### config.mk
export PLATFORM = sky130hd
export DESIGN_NAME = systolic_tile_scheduler
export DESIGN_NICKNAME = d
export VERILOG_FILES = /design/src/rtl/systolic_tile_scheduler.sv
export SDC_FILE = /design/constraint.sdc
export NUM_CORES = 1
export LEC_CHECK = 0
export ABC_AREA = 1
export BUFFER_PORTS_ARGS = -buffer_cell sky130_fd_sc_hd__buf_2
export CAP_MARGIN = 20
export CORE_AREA = 2 2 213 215
export DETAILED_ROUTE_END_ITERATION = 16
export DIE_AREA = 0 0 215 217
export GPL_ROUTABILITY_DRIVEN = 0
export GPL_TIMING_DRIVEN = 0
export SLEW_MARGIN = 20
export SYNTH_ARGS = -nofsm -noshare
export SYNTH_HDL_FRONTEND = slang
export SYNTH_SLANG_ARGS = --single-unit
export TNS_END_PERCENT = 50
### constraint.sdc
create_clock -name clk -period 6.51 [get_ports clk]
set_clock_uncertainty 0.15 [all_clocks]
set_input_delay 0.651 -clock clk [delete_from_list [all_inputs] [get_ports clk]]
set_output_delay 0.651 -clock clk [all_outputs]
set_load 0.02 [all_outputs]
### src/rtl/systolic_tile_scheduler.sv
// Tile sequencer for an N x N output-stationary systolic array: clears the accumulators,
// fetches A/B operand vectors, applies the diagonal input skew, drains the wavefront, pulses done.
`ifndef SYS_ARRAY_LEN
`define SYS_ARRAY_LEN 4
`endif

package systolic_pkg;
  typedef struct packed {
    logic [31:0] data;
    logic        valid;
  } scalar_t;
endpackage

module systolic_tile_scheduler
  import systolic_pkg::*;
#(
  parameter int N     = `SYS_ARRAY_LEN,
  parameter int K_MAX = 64,
  parameter int KW    = $clog2(K_MAX + 1),
  parameter int DRAIN = 2 * N - 1
) (
  input  logic            clk,
  input  logic            rst_n,
  input  logic            start,
  input  logic [KW-1:0]   k_len,
  input  logic            abort,
  output logic            busy,
  output logic            rd_en,
  output logic [KW-1:0]   rd_idx,
  input  logic [N*32-1:0] a_rd_data,
  input  logic [N*32-1:0] b_rd_data,
  output scalar_t [N-1:0] row,
  output scalar_t [N-1:0] column,
  output logic            clear,
  output logic            done
);
  localparam int TW = $clog2(K_MAX + N + DRAIN + 1);

  typedef enum logic [2:0] {S_IDLE, S_CLEAR, S_FEED, S_DRAIN, S_DONE} state_t;

  state_t          r_state;
  logic [KW-1:0]   r_k;
  logic [TW-1:0]   r_cnt;
  logic            r_busy;
  logic            r_rd_en;
  logic [KW-1:0]   r_rd_idx;
  logic            r_clear;
  logic            r_done;

  logic            w_flush;
  logic [KW-1:0]   w_k_sat;
  logic [TW-1:0]   w_k_ext;
  logic [TW-1:0]   w_feed_last;
  logic [TW-1:0]   w_next_idx;
  logic            w_feed_v;
  scalar_t [N-1:0] w_a_in;
  scalar_t [N-1:0] w_b_in;

  // Abort only acts on a running tile; in IDLE it merely suppresses a same-cycle start.
  assign w_flush     = !rst_n || (abort && (r_state != S_IDLE));
  assign w_k_sat     = (k_len > KW'(K_MAX)) ? KW'(K_MAX) : k_len;
  assign w_k_ext     = TW'(r_k);
  assign w_feed_last = w_k_ext + TW'(N) - TW'(2);
  assign w_next_idx  = r_cnt + TW'(2);
  assign w_feed_v    = (r_state == S_FEED) && (r_cnt < w_k_ext);

  always_comb begin
    // NOTE: whole vectors get a default first, so no path leaves a bit unassigned (no latch).
    w_a_in = '0;
    w_b_in = '0;
    for (int i = 0; i < N; i++) begin
      if (w_feed_v) begin
        w_a_in[i].data  = a_rd_data[32*i +: 32];
        w_a_in[i].valid = 1'b1;
        w_b_in[i].data  = b_rd_data[32*i +: 32];
        w_b_in[i].valid = 1'b1;
      end
    end
  end

  assign row[0]    = w_a_in[0];
  assign column[0] = w_b_in[0];

  for (genvar i = 1; i < N; i++) begin : g_skew
    scalar_t [i-1:0] r_a_sr;
    scalar_t [i-1:0] r_b_sr;

    always_ff @(posedge clk) begin
      // NOTE: the delay lines are storage but still get flushed: a restarted tile must never see stale operands.
      if (w_flush) begin
        r_a_sr <= '0;
        r_b_sr <= '0;
      end else begin
        r_a_sr[0] <= w_a_in[i];
        r_b_sr[0] <= w_b_in[i];
        for (int s = 1; s < i; s++) begin
          r_a_sr[s] <= r_a_sr[s-1];
          r_b_sr[s] <= r_b_sr[s-1];
        end
      end
    end

    assign row[i]    = r_a_sr[i-1];
    assign column[i] = r_b_sr[i-1];
  end

  always_ff @(posedge clk) begin
    // NOTE: non-blocking assignments so every register samples pre-edge values regardless of statement order.
    if (w_flush) begin
      r_state  <= S_IDLE;
      r_k      <= '0;
      r_cnt    <= '0;
      r_busy   <= 1'b0;
      r_rd_en  <= 1'b0;
      r_rd_idx <= '0;
      r_clear  <= 1'b0;
      r_done   <= 1'b0;
    end else begin
      r_clear  <= 1'b0;
      r_done   <= 1'b0;
      r_rd_en  <= 1'b0;
      r_rd_idx <= '0;
      unique case (r_state)
        S_IDLE: begin
          if (start && !abort) begin
            r_k     <= w_k_sat;
            r_cnt   <= '0;
            r_busy  <= 1'b1;
            r_clear <= 1'b1;
            r_rd_en <= (w_k_sat != '0);
            r_state <= S_CLEAR;
          end
        end
        S_CLEAR: begin
          r_cnt <= '0;
          if (r_k == '0) begin
            r_done  <= 1'b1;
            r_state <= S_DONE;
          end else begin
            r_state <= S_FEED;
            if (r_k > KW'(1)) begin
              r_rd_en  <= 1'b1;
              r_rd_idx <= KW'(1);
            end
          end
        end
        S_FEED: begin
          if (r_cnt == w_feed_last) begin
            r_cnt   <= '0;
            r_state <= S_DRAIN;
          end else begin
            r_cnt <= r_cnt + TW'(1);
            // Read one ahead: the buffer answers a cycle after the strobe.
            if (w_next_idx < w_k_ext) begin
              r_rd_en  <= 1'b1;
              r_rd_idx <= KW'(w_next_idx);
            end
          end
        end
        S_DRAIN: begin
          if (r_cnt == TW'(DRAIN - 1)) begin
            r_done  <= 1'b1;
            r_state <= S_DONE;
          end else begin
            r_cnt <= r_cnt + TW'(1);
          end
        end
        S_DONE: begin
          r_busy  <= 1'b0;
          r_state <= S_IDLE;
        end
        default: r_state <= S_IDLE;
      endcase
    end
  end

  assign busy   = r_busy;
  assign rd_en  = r_rd_en;
  assign rd_idx = r_rd_idx;
  assign clear  = r_clear;
  assign done   = r_done;

endmodule

==> metrics.cfg, run 1 <==
[yosys]
synth_compound_area_share_pct=1.40
synthMuxAreaShare_pct=0
synth_area_mm2=0.0144
syn_avg_cell_area_um2=8.20
yosys-top-cells-area=dfxtp_1 58%, inv_1 13%, nor2_1 12%
synth_cell_types=32
synthFlopType=dfxtp_1
yosys.area_share.adder_pct=1.65
synth_xor_area_share_pct=0.364
yosysMostFrequentCell=inv_1
synth_area_leader_cell=dfxtp_1
synth_fp_nets=2047
synth_seq_cells=415
ys_seq_area_share_pct=57.6
synth_warnings=0
synth-simple-area-share_pct=16.5
syn_inst=1761
synth_common_cells=495 x inv_1, 469 x nor2_1, 415 x dfxtp_1
synthArstFlopShare_pct=0
synth_top_cell_area_share_pct=57.6
synth_top_family_by_area=buffers and inverters
synth-edff-count=0

[worst_setup_path]
crit_family=buffers and inverters
critPathMaxStageDelay_ns=0.56
cp.required_ns=5.71
worst_setup_path_end_kind=output pin
path_cells=inv_1 > ha_1 > nor2_1 > o21ai_1 > nand2_1 > nand4_1 > o211ai_1 > nor2_4 > inv_2 > clkbuf_1 > nor2_1 > buf_2
worstSetupPathType=flip-flop to output pin
cpMostUsedCell=nor2_1
worstPathArrival_ns=3.20
path_buf_inv=4
r2r_cells=12
path_depth=12
cp_max_fo=10
crit_path_top_delay_cell=dfxtp_1
startpoint_type=flip-flop

[power]
powerDensity_mw_per_mm2=320
finalPower_mw=6.21
vdd_drop_max_v=0.000202
p_leak_nw=10.6

[clock_tree]
post-cts-setup-buffers=0
clockRootBuffer=clkbuf_16
clk_pin_slew_ns=0.06
cts_tree=built
clock_path_buffers=3
htree_num_levels=2
numCtsBuffers=44
cts_num_sinks=415
holdBufCountCts=0
ctsResizeCount=0
clk_latency_ns=0.57

[min_path]
min_path_cells=3
hp-class=input port to flip-flop

[die]
num_rows=78
initial_utilization_pct=32.3
die_y_um=217
ios=542
die-area_mm2=0.0467
core_area_mm2=0.0447
die_w_um=215

[final_layout]
final.fill_count=4603
final_nets=2634
drive_gt1_share_pct=34.2
finalNonFillerCells=2986
fin_util_pct=43.3
area_growth_pct=34.2

[global_routing]
grt-ovfl-total=0
grt_use_total_pct=16.4
grt_pass1_wl_um=59500
grt_max_degree=14
grt_pass1_vias=11300
antenna_found_initial=11

[timing]
rsz0062_at_grt=no
setup_slack_ns=2.51
drv_slew=0
max_slew_margin_pct=46.7
finalHoldViolations=0
fmax_mhz=250
period_needed_ns=4.00
finalSetupViolations=0
tightest_slew_ns=0.800
min_period_over_period_pct=61.5
finalSetupTns_ns=0

[detailed_routing]
drc_errors=0
wl_um=39400
dr.pass1.iters=4
num_vias=11600
drt_iter0_drc=421
vias_per_cell=3.89
detail-route-antenna-nets=0
post_drt_wl_per_cell_um=13.2

[place]
place_ws_ns=3.09
port_buffers=541
numPlacedInstances=2902
hpwl_um=32000

[outcome]
outcome=finished clean

[run]
cap_violations=0

==> power by group <==
| group | switching, mW | internal, mW | total (mW) |
|---|---|---|---|
| combinational | 0.659 | 0.335 | 0.994 |
| sequential | 0.0491 | 2.67 | 2.72 |
| clock | 1.01 | 1.49 | 2.50 |
| total | 1.72 | 4.49 | 6.21 |
==> through the flow <==
stage               hold slack (ns)  instance area (um^2)
CTS                          0.0986                 19400
global route                  0.102                 19400
global placement              0.244                 17900
finish                        0.145                 19400
floorplan                     0.244                 14400
detailed placement            0.247                 17900
==> tightest hold or removal path, stage by stage <==
cell and delay [ns]:
buf_2 0.09, inv_1 0.04, nor2_1 0.03
==> registers in the layout, indices dropped and copies added, names as in the netlist, 3 cells and up <==
| name | count |
|---|---|
| g_skew.r_b_sr | 98 |
| column | 97 |
| g_skew.r_a_sr | 96 |
| row | 96 |
| r_cnt | 7 |
| r_k | 7 |
| rd_idx | 7 |
| r_state | 3 |
==> cell usage in the layout, fill, tap and decap left out, types with 2 or more instances in the layout <==
cell type / count
buf_2: 562
inv_1: 495
nor2_1: 469
dfxtp_1: 415
buf_4: 136
nand2_1: 78
clkbuf_16: 44
a21oi_1: 20
clkbuf_1: 19
buf_6: 19
ha_1: 19
nand3_1: 16
nor2_2: 11
o21ai_0: 10
clkbuf_8: 10
clkinv_2: 9
nor3_1: 7
xor2_1: 6
inv_2: 5
nand4_1: 5
diode_2: 4
nor2_4: 3
bufinv_16: 3
or2_2: 2
clkinv_4: 2
==> worst paths after layout <==
path / startpoint / to / slack, ns
worst max-delay path: r_cnt[1] / row[1] / 2.51
worst min-delay path: a_rd_data[61] / row[63] / 0.15
worst max register to register: r_cnt[1] / rd_idx[6] / 3.75
worst min register to register: g_skew[2].r_a_sr[18] / row[84] / 0.24
==> layer usage <==
layer | part of all wire [%] | global-route usage (%) | vias to the layer above
li1 | - | - | 5933
met1 | 38 | 17.1 | 5199
met4 | 5.4 | 9.68 | 10
met5 | 0.18 | 0 | -
met3 | 6.2 | 4.43 | 104
met2 | 51 | 29.7 | 368
==> area by class of cell <==
type	count	area [um^2]	area share (%)
Clock inverter	18	205	1.06
Multi-Input combinational cell	659	2870	14.8
Buffer	187	1380	7.13
Timing Repair Buffer	541	2710	14.0
Sequential cell	415	8310	42.9
Clock buffer	62	1270	6.55
Tap cell	600	751	3.87
Inverter	500	1880	9.69
Antenna cell	4	10.0	0.0517
==> cells by family (layout without fill, tap and decap cells) <==
| kind of cell | Yosys count | after routing |
|---|---|---|
| buffers and inverters | 687 | 1308 |
| and+or+nand+nor | 598 | 598 |
| DFF | 415 | 415 |
| AOI/OAI and AO/OA | 36 | 36 |
| adders and majority gates | 19 | 19 |
| xor gates and xnor gates | 6 | 6 |
| other | 0 | 4 |
Power figures use the tool's default switching activity.
==> run 2, diff against run 1 <==
--- a/config.mk
+++ b/config.mk
@@ -5,7 +5,7 @@
 export SDC_FILE = /design/constraint.sdc
 export NUM_CORES = 1
 export LEC_CHECK = 0
-export ABC_AREA = 1
+export ABC_AREA = 0
 export BUFFER_PORTS_ARGS = -buffer_cell sky130_fd_sc_hd__buf_2
 export CAP_MARGIN = 20
 export CORE_AREA = 2 2 213 215
==> constraint.sdc (replaced) <==
create_clock -name clk -period 3.6 [get_ports clk]
set_clock_uncertainty 0.15 [all_clocks]
set_input_delay 0.36 -clock clk [delete_from_list [all_inputs] [get_ports clk]]
set_output_delay 0.36 -clock clk [all_outputs]
set_load 0.02 [all_outputs]
==> metrics.cfg, run 2 <==
[outcome]
outcome=finished clean

[worst_setup_path]
r2r_slack_ns=0.76
crit_start=r_k[2]
crit_path_top_delay_cell=dfxtp_1
cp.required_ns=3.09
path_buf_inv=4
cp_max_fo=10
rr_startpoint=r_k[2]
crit_family=compound AO/OA/AOI/OAI gates
path_depth=9
critPathMaxStageDelay_ns=0.46
worstSetupPathType=flip-flop to output pin
worst_setup_path_end_kind=output pin
path_cells=inv_1 > ha_1 > a21o_1 > a211o_1 > a21oi_4 > buf_6 > clkbuf_4 > and2_1 > buf_4
rr_endpoint=g_skew[2].r_b_sr[24]
worstPathArrival_ns=2.95
r2r_cells=7
cp-endpoint=column[19]
startpoint_type=flip-flop

[yosys]
syn_inst=1241
synth_area_leader_cell=dfxtp_1
yosys-top-cells-area=dfxtp_1 61%, and2_1 21%, buf_4 7.7%
synthFlopType=dfxtp_1
synth-edff-count=0
syn_avg_cell_area_um2=11.0
synth_cell_types=55
synth_fp_nets=1527
synth_common_cells=451 x and2_1, 415 x dfxtp_1, 140 x buf_4
yosysMostFrequentCell=and2_1
synth_top_cell_area_share_pct=60.8
ys_seq_area_share_pct=60.8
synthArstFlopShare_pct=0
synth_warnings=0
synth_seq_cells=415
synth_area_mm2=0.0137

[clock_tree]
clock_path_buffers=3
clockRootBuffer=clkbuf_16
cts_num_sinks=415
cts_tree=built
htree_num_levels=2
numCtsBuffers=44
clk_pin_slew_ns=0.07
clk_latency_ns=0.57

[die]
num_rows=78
die_w_um=215
core_area_mm2=0.0447
ios=542
die-area_mm2=0.0467
die_y_um=217
initial_utilization_pct=30.6

[detailed_routing]
wl_um=38800
dr.pass1.iters=5
drc_errors=0
vias_per_cell=3.96
drt_iter0_drc=408
detail-route-antenna-nets=0
num_vias=10500
post_drt_wl_per_cell_um=14.6

[timing]
period_needed_ns=3.46
finalSetupTns_ns=0
whs_ns=0.0731
fmax_mhz=289
rsz0062_at_grt=no
min_period_over_period_pct=96.0
finalHoldViolations=0
drv_slew=0
max_slew_margin_pct=48.2
tightest_slew_ns=0.772
finalSetupViolations=0

[global_routing]
grt_max_degree=15
grt_use_total_pct=16.2
grt_pass1_wl_um=59100
antenna_found_initial=2
grt-ovfl-total=0
grt_pass1_vias=10800

[min_path]
min_path_cells=4
hp-class=input port to flip-flop

[place]
port_buffers=540
hpwl_um=28400

[power]
p_leak_nw=10.2
finalPower_mw=9.83
vdd_drop_max_v=0.000370
powerDensity_mw_per_mm2=475

[final_layout]
multi_input_area_mm2=0.00404
area_growth_pct=51.4
mostFrequentLayoutCells=544 x buf_2, 449 x and2_1, 413 x dfxtp_1, 194 x dlygate4sd3_1, 144 x buf_4
largest-register=g_skew.r_b_sr
seqCellArea_mm2=0.00832
final.fill_count=4176
final_nets=2309
drive_gt1_share_pct=39.1
final_common_cell=buf_2
largest_reg_flops=98

[run]
cap_violations=0

## run 2: changes by cell type after synthesis, sizes merged, moves of 3 or more
cell    delta
nor3b      +9
nand4      -4
nand2     -64
nand3      -8
inv      -490
o21ai      -6
and2     +450
nor2     -457
xnor2      +7
buf       -29
clkbuf    +39
a21oi      -7
xor2       +3
## run 2: layer usage
layer / track usage (%) / up-vias / wire [um]
li1: - / 5286 / -
met1: 19.3 / 4839 / 16200
met2: 28.3 / 351 / 19000
met3: 3.89 / 64 / 2530
met4: 6.28 / 0 / 1150
met5: 0 / - / 0
## run 2: cells by family (layout without fill, tap and decap cells)
| kind of cell | count (synthesis) | count (layout) | share of synthesized area, % |
|---|---|---|---|
| other | 0 | 3 | 0 |
| flip-flops | 415 | 415 | 60.8 |
| AO/OA/AOI/OAI | 44 | 44 | 2.38 |
| buffers and inverters | 207 | 1023 | 9.82 |
| XOR/XNOR | 16 | 16 | 1.03 |
| AND/OR/NAND/NOR | 540 | 540 | 24.2 |
| adder cells (fa/ha/maj) | 19 | 19 | 1.74 |
## run 2: worst min-delay path by stage
| stage | from | endpoint | slack, ns |
|---|---|---|---|
| 2_1_floorplan | g_skew[3].r_b_sr[34] | column[100] | 0.26 |
| 3_3_place_gp | g_skew[2].r_b_sr[9] | column[75] | 0.26 |
| 3_5_place_dp | g_skew[3].r_b_sr[37] | column[103] | 0.26 |
| 4_1_cts | k_len[2] | r_k[2] | 0.03 |
| 5_1_grt | k_len[2] | r_k[2] | 0.09 |
| 6_report | k_len[2] | r_k[2] | 0.07 |
## run 2: through the flow
stage	cell area, um^2	util [%]	setup WS (ns)	cells
floorplan	13700	-	0.950	1241
global placement	17100	38.3	0.0968	2381
detailed placement	17100	38.3	0.0630	2381
CTS	20600	46.1	0.00944	2655
global route	20700	46.2	0.0202	2659
finish	20700	46.2	0.143	2660
## run 2: area by class of cell
type                       count  area share [%]
sequential                   415            40.2
timing repair buffer         736            22.6
multi-input combinational    619            19.5
buffer                       197            6.39
clock buffer                  57            6.00
tap                          600            3.63
clock inverter                23            1.45
inverter                      10           0.182
antenna                        3          0.0363
## run 2: repair_timing
action                                  in CTS  in global routing
gates cloned                                 0                  1
gates resized for setup                     12                 12
hold buffers                               194                  0
endpoints found under the setup margin      66                 61
endpoints found under the hold margin      197                  0
setup buffers                                0                  1
pin swaps                                    0                  1
## run 2: power breakdown
group          leakage (nW)  switching, mW  internal (mW)
Clock                 0.758           1.89           2.82
Sequential             3.34        0.00789           4.61
Combinational          6.14          0.206          0.294
Total                  10.2           2.11           7.72
## run 2: worst min-delay path: stages
cell	delay (ns)
buf_2	0.10
nor3b_1	0.12
a21oi_1	0.11
nor2_1	0.05
==> run 3, diff against run 2 <==
--- a/config.mk
+++ b/config.mk
@@ -9,6 +9,7 @@
 export BUFFER_PORTS_ARGS = -buffer_cell sky130_fd_sc_hd__buf_2
 export CAP_MARGIN = 20
 export CORE_AREA = 2 2 213 215
+export CTS_BUF_LIST = sky130_fd_sc_hd__clkbuf_4 sky130_fd_sc_hd__clkbuf_8
 export DETAILED_ROUTE_END_ITERATION = 16
 export DIE_AREA = 0 0 215 217
 export GPL_ROUTABILITY_DRIVEN = 0
==> metrics.cfg, run 3 (synthesized netlist as in run 2, its figures left out) <==
[power]
vdd_drop_max_v=0.000329
finalPower_mw=9.42
powerDensity_mw_per_mm2=455
p_leak_nw=10.3

[die]
die_w_um=215
core_area_mm2=0.0447
initial_utilization_pct=30.6
die-area_mm2=0.0467
ios=542
num_rows=78
die_y_um=217

[global_routing]
grt_use_total_pct=16.5
antenna_found_initial=5
grt_pass1_vias=11200
grt-ovfl-total=0
grt_max_degree=12
grt_pass1_wl_um=59700

[worst_setup_path]
worstPathArrival_ns=2.88
startpoint_type=flip-flop
cp.required_ns=3.09
cp_max_fo=10
worstSetupPathType=flip-flop to output pin
worst_setup_path_end_kind=output pin

[timing]
finalHoldViolations=0
finalSetupTns_ns=0
period_needed_ns=3.39
tightest_slew_ns=0.815
min_period_over_period_pct=94.2
fmax_mhz=295
max_slew_margin_pct=45.7
drv_slew=0
whs_ns=0.0805
finalSetupViolations=0

[clock_tree]
clk_pin_slew_ns=0.05
clockRootBuffer=clkbuf_8
numCtsBuffers=72
cts_tree=built
clock_path_buffers=3
clk_latency_ns=0.64
cts_num_sinks=415
htree_num_levels=3

[place]
hpwl_um=28400
numPlacedInstances=2381
placedInstanceArea_mm2=0.0171
port_buffers=540

[final_layout]
drive_gt1_share_pct=40.7
mostFrequentLayoutCells=539 x buf_2, 447 x and2_1, 412 x dfxtp_1, 200 x dlygate4sd3_1, 151 x buf_4
largest_reg_flops=98
largest-register=g_skew.r_b_sr
finalNonFillerCells=2710
final_common_cell=buf_2
area_growth_pct=51.5
design_area_mm2=0.0207
final_nets=2343

[detailed_routing]
drt_iter0_drc=344
detail-route-antenna-nets=0
drc_errors=0
dr.pass1.iters=5
wl_um=39300
num_vias=10800
post_drt_wl_per_cell_um=14.5
vias_per_cell=3.98

[min_path]
hp-class=input port to flip-flop

[outcome]
outcome=finished clean

[run]
cap_violations=0

==> run 3: changes by cell type in the layout (fill, tap and decap cells not counted), moves of 2 or more <==
cell,before,now
and2_1,449,447
clkbuf_2,23,19
and2_4,2,4
clkbuf_4,1,28
clkbuf_1,29,25
bufinv_16,5,1
clkinv_8,3,0
clkbuf_16,44,0
dlygate4sd3_1,194,200
buf_4,144,151
buf_2,544,539
clkbuf_8,9,83
clkinvlp_4,2,4
==> run 3: final timing paths <==
path                              from              endpoint  slack [ns]  cells past startpoint
setup / recovery                r_k[1]            column[17]        0.21                     10
hold / removal                   start                  busy        0.08                      5
hold reg to reg   g_skew[3].r_a_sr[31]  g_skew[3].r_a_sr[64]        0.27                      1
setup reg to reg                r_k[1]  g_skew[2].r_b_sr[22]        0.76                      8
==> run 3: cell type report <==
class,instances,area [um^2]
multi-input combinational,619,4040
inverter,10,41.3
fill,4208,24000
clock buffer,108,1330
timing repair buffer,742,4740
tap,600,751
clock inverter,16,126
sequential,415,8320
buffer,197,1330
antenna,3,7.51
==> run 3: where the power goes <==
part	internal, mW	leakage (nW)	switching (mW)	total, mW
Sequential	4.61	3.34	0.00803	4.62
Clock	2.44	0.777	1.86	4.30
Combinational	0.299	6.17	0.206	0.505
Total	7.34	10.3	2.08	9.42
==> run 3: metal layers <==
layer	up-vias	GRT usage, %	part of all wire (%)
met5	-	0	0.11
met4	6	8.55	4.5
met3	101	5.72	7.1
met2	383	27.8	48
met1	4931	18.5	40
li1	5361	-	-
==> run 3: what timing repair did <==
item                                    in CTS  in global routing
pin swaps                                    1                  2
endpoints found under the setup margin      66                 51
hold buffers                               200                  0
resized for setup                           23                 16
endpoints found under the hold margin      200                  0
buffers inserted                             1                  1
==> run 3: critical path, stage by stage, from the launching register on <==
cell        delay [ns]
dfxtp_4           0.39
clkinvlp_4        0.14
ha_4              0.29
o21bai_1          0.07
a21o_1            0.19
a211o_1           0.31
a21oi_4           0.21
buf_8             0.14
buf_4             0.16
and2_4            0.19
buf_4             0.15
==> run 3: metrics by stage <==
stage,setup WS [ns],utilization [%]
5_1_grt,-0.00149,46.3
2_1_floorplan,0.950,-
3_3_place_gp,0.0968,38.3
6_report,0.207,46.3
4_1_cts,-0.0147,46.2
3_5_place_dp,0.0630,38.3
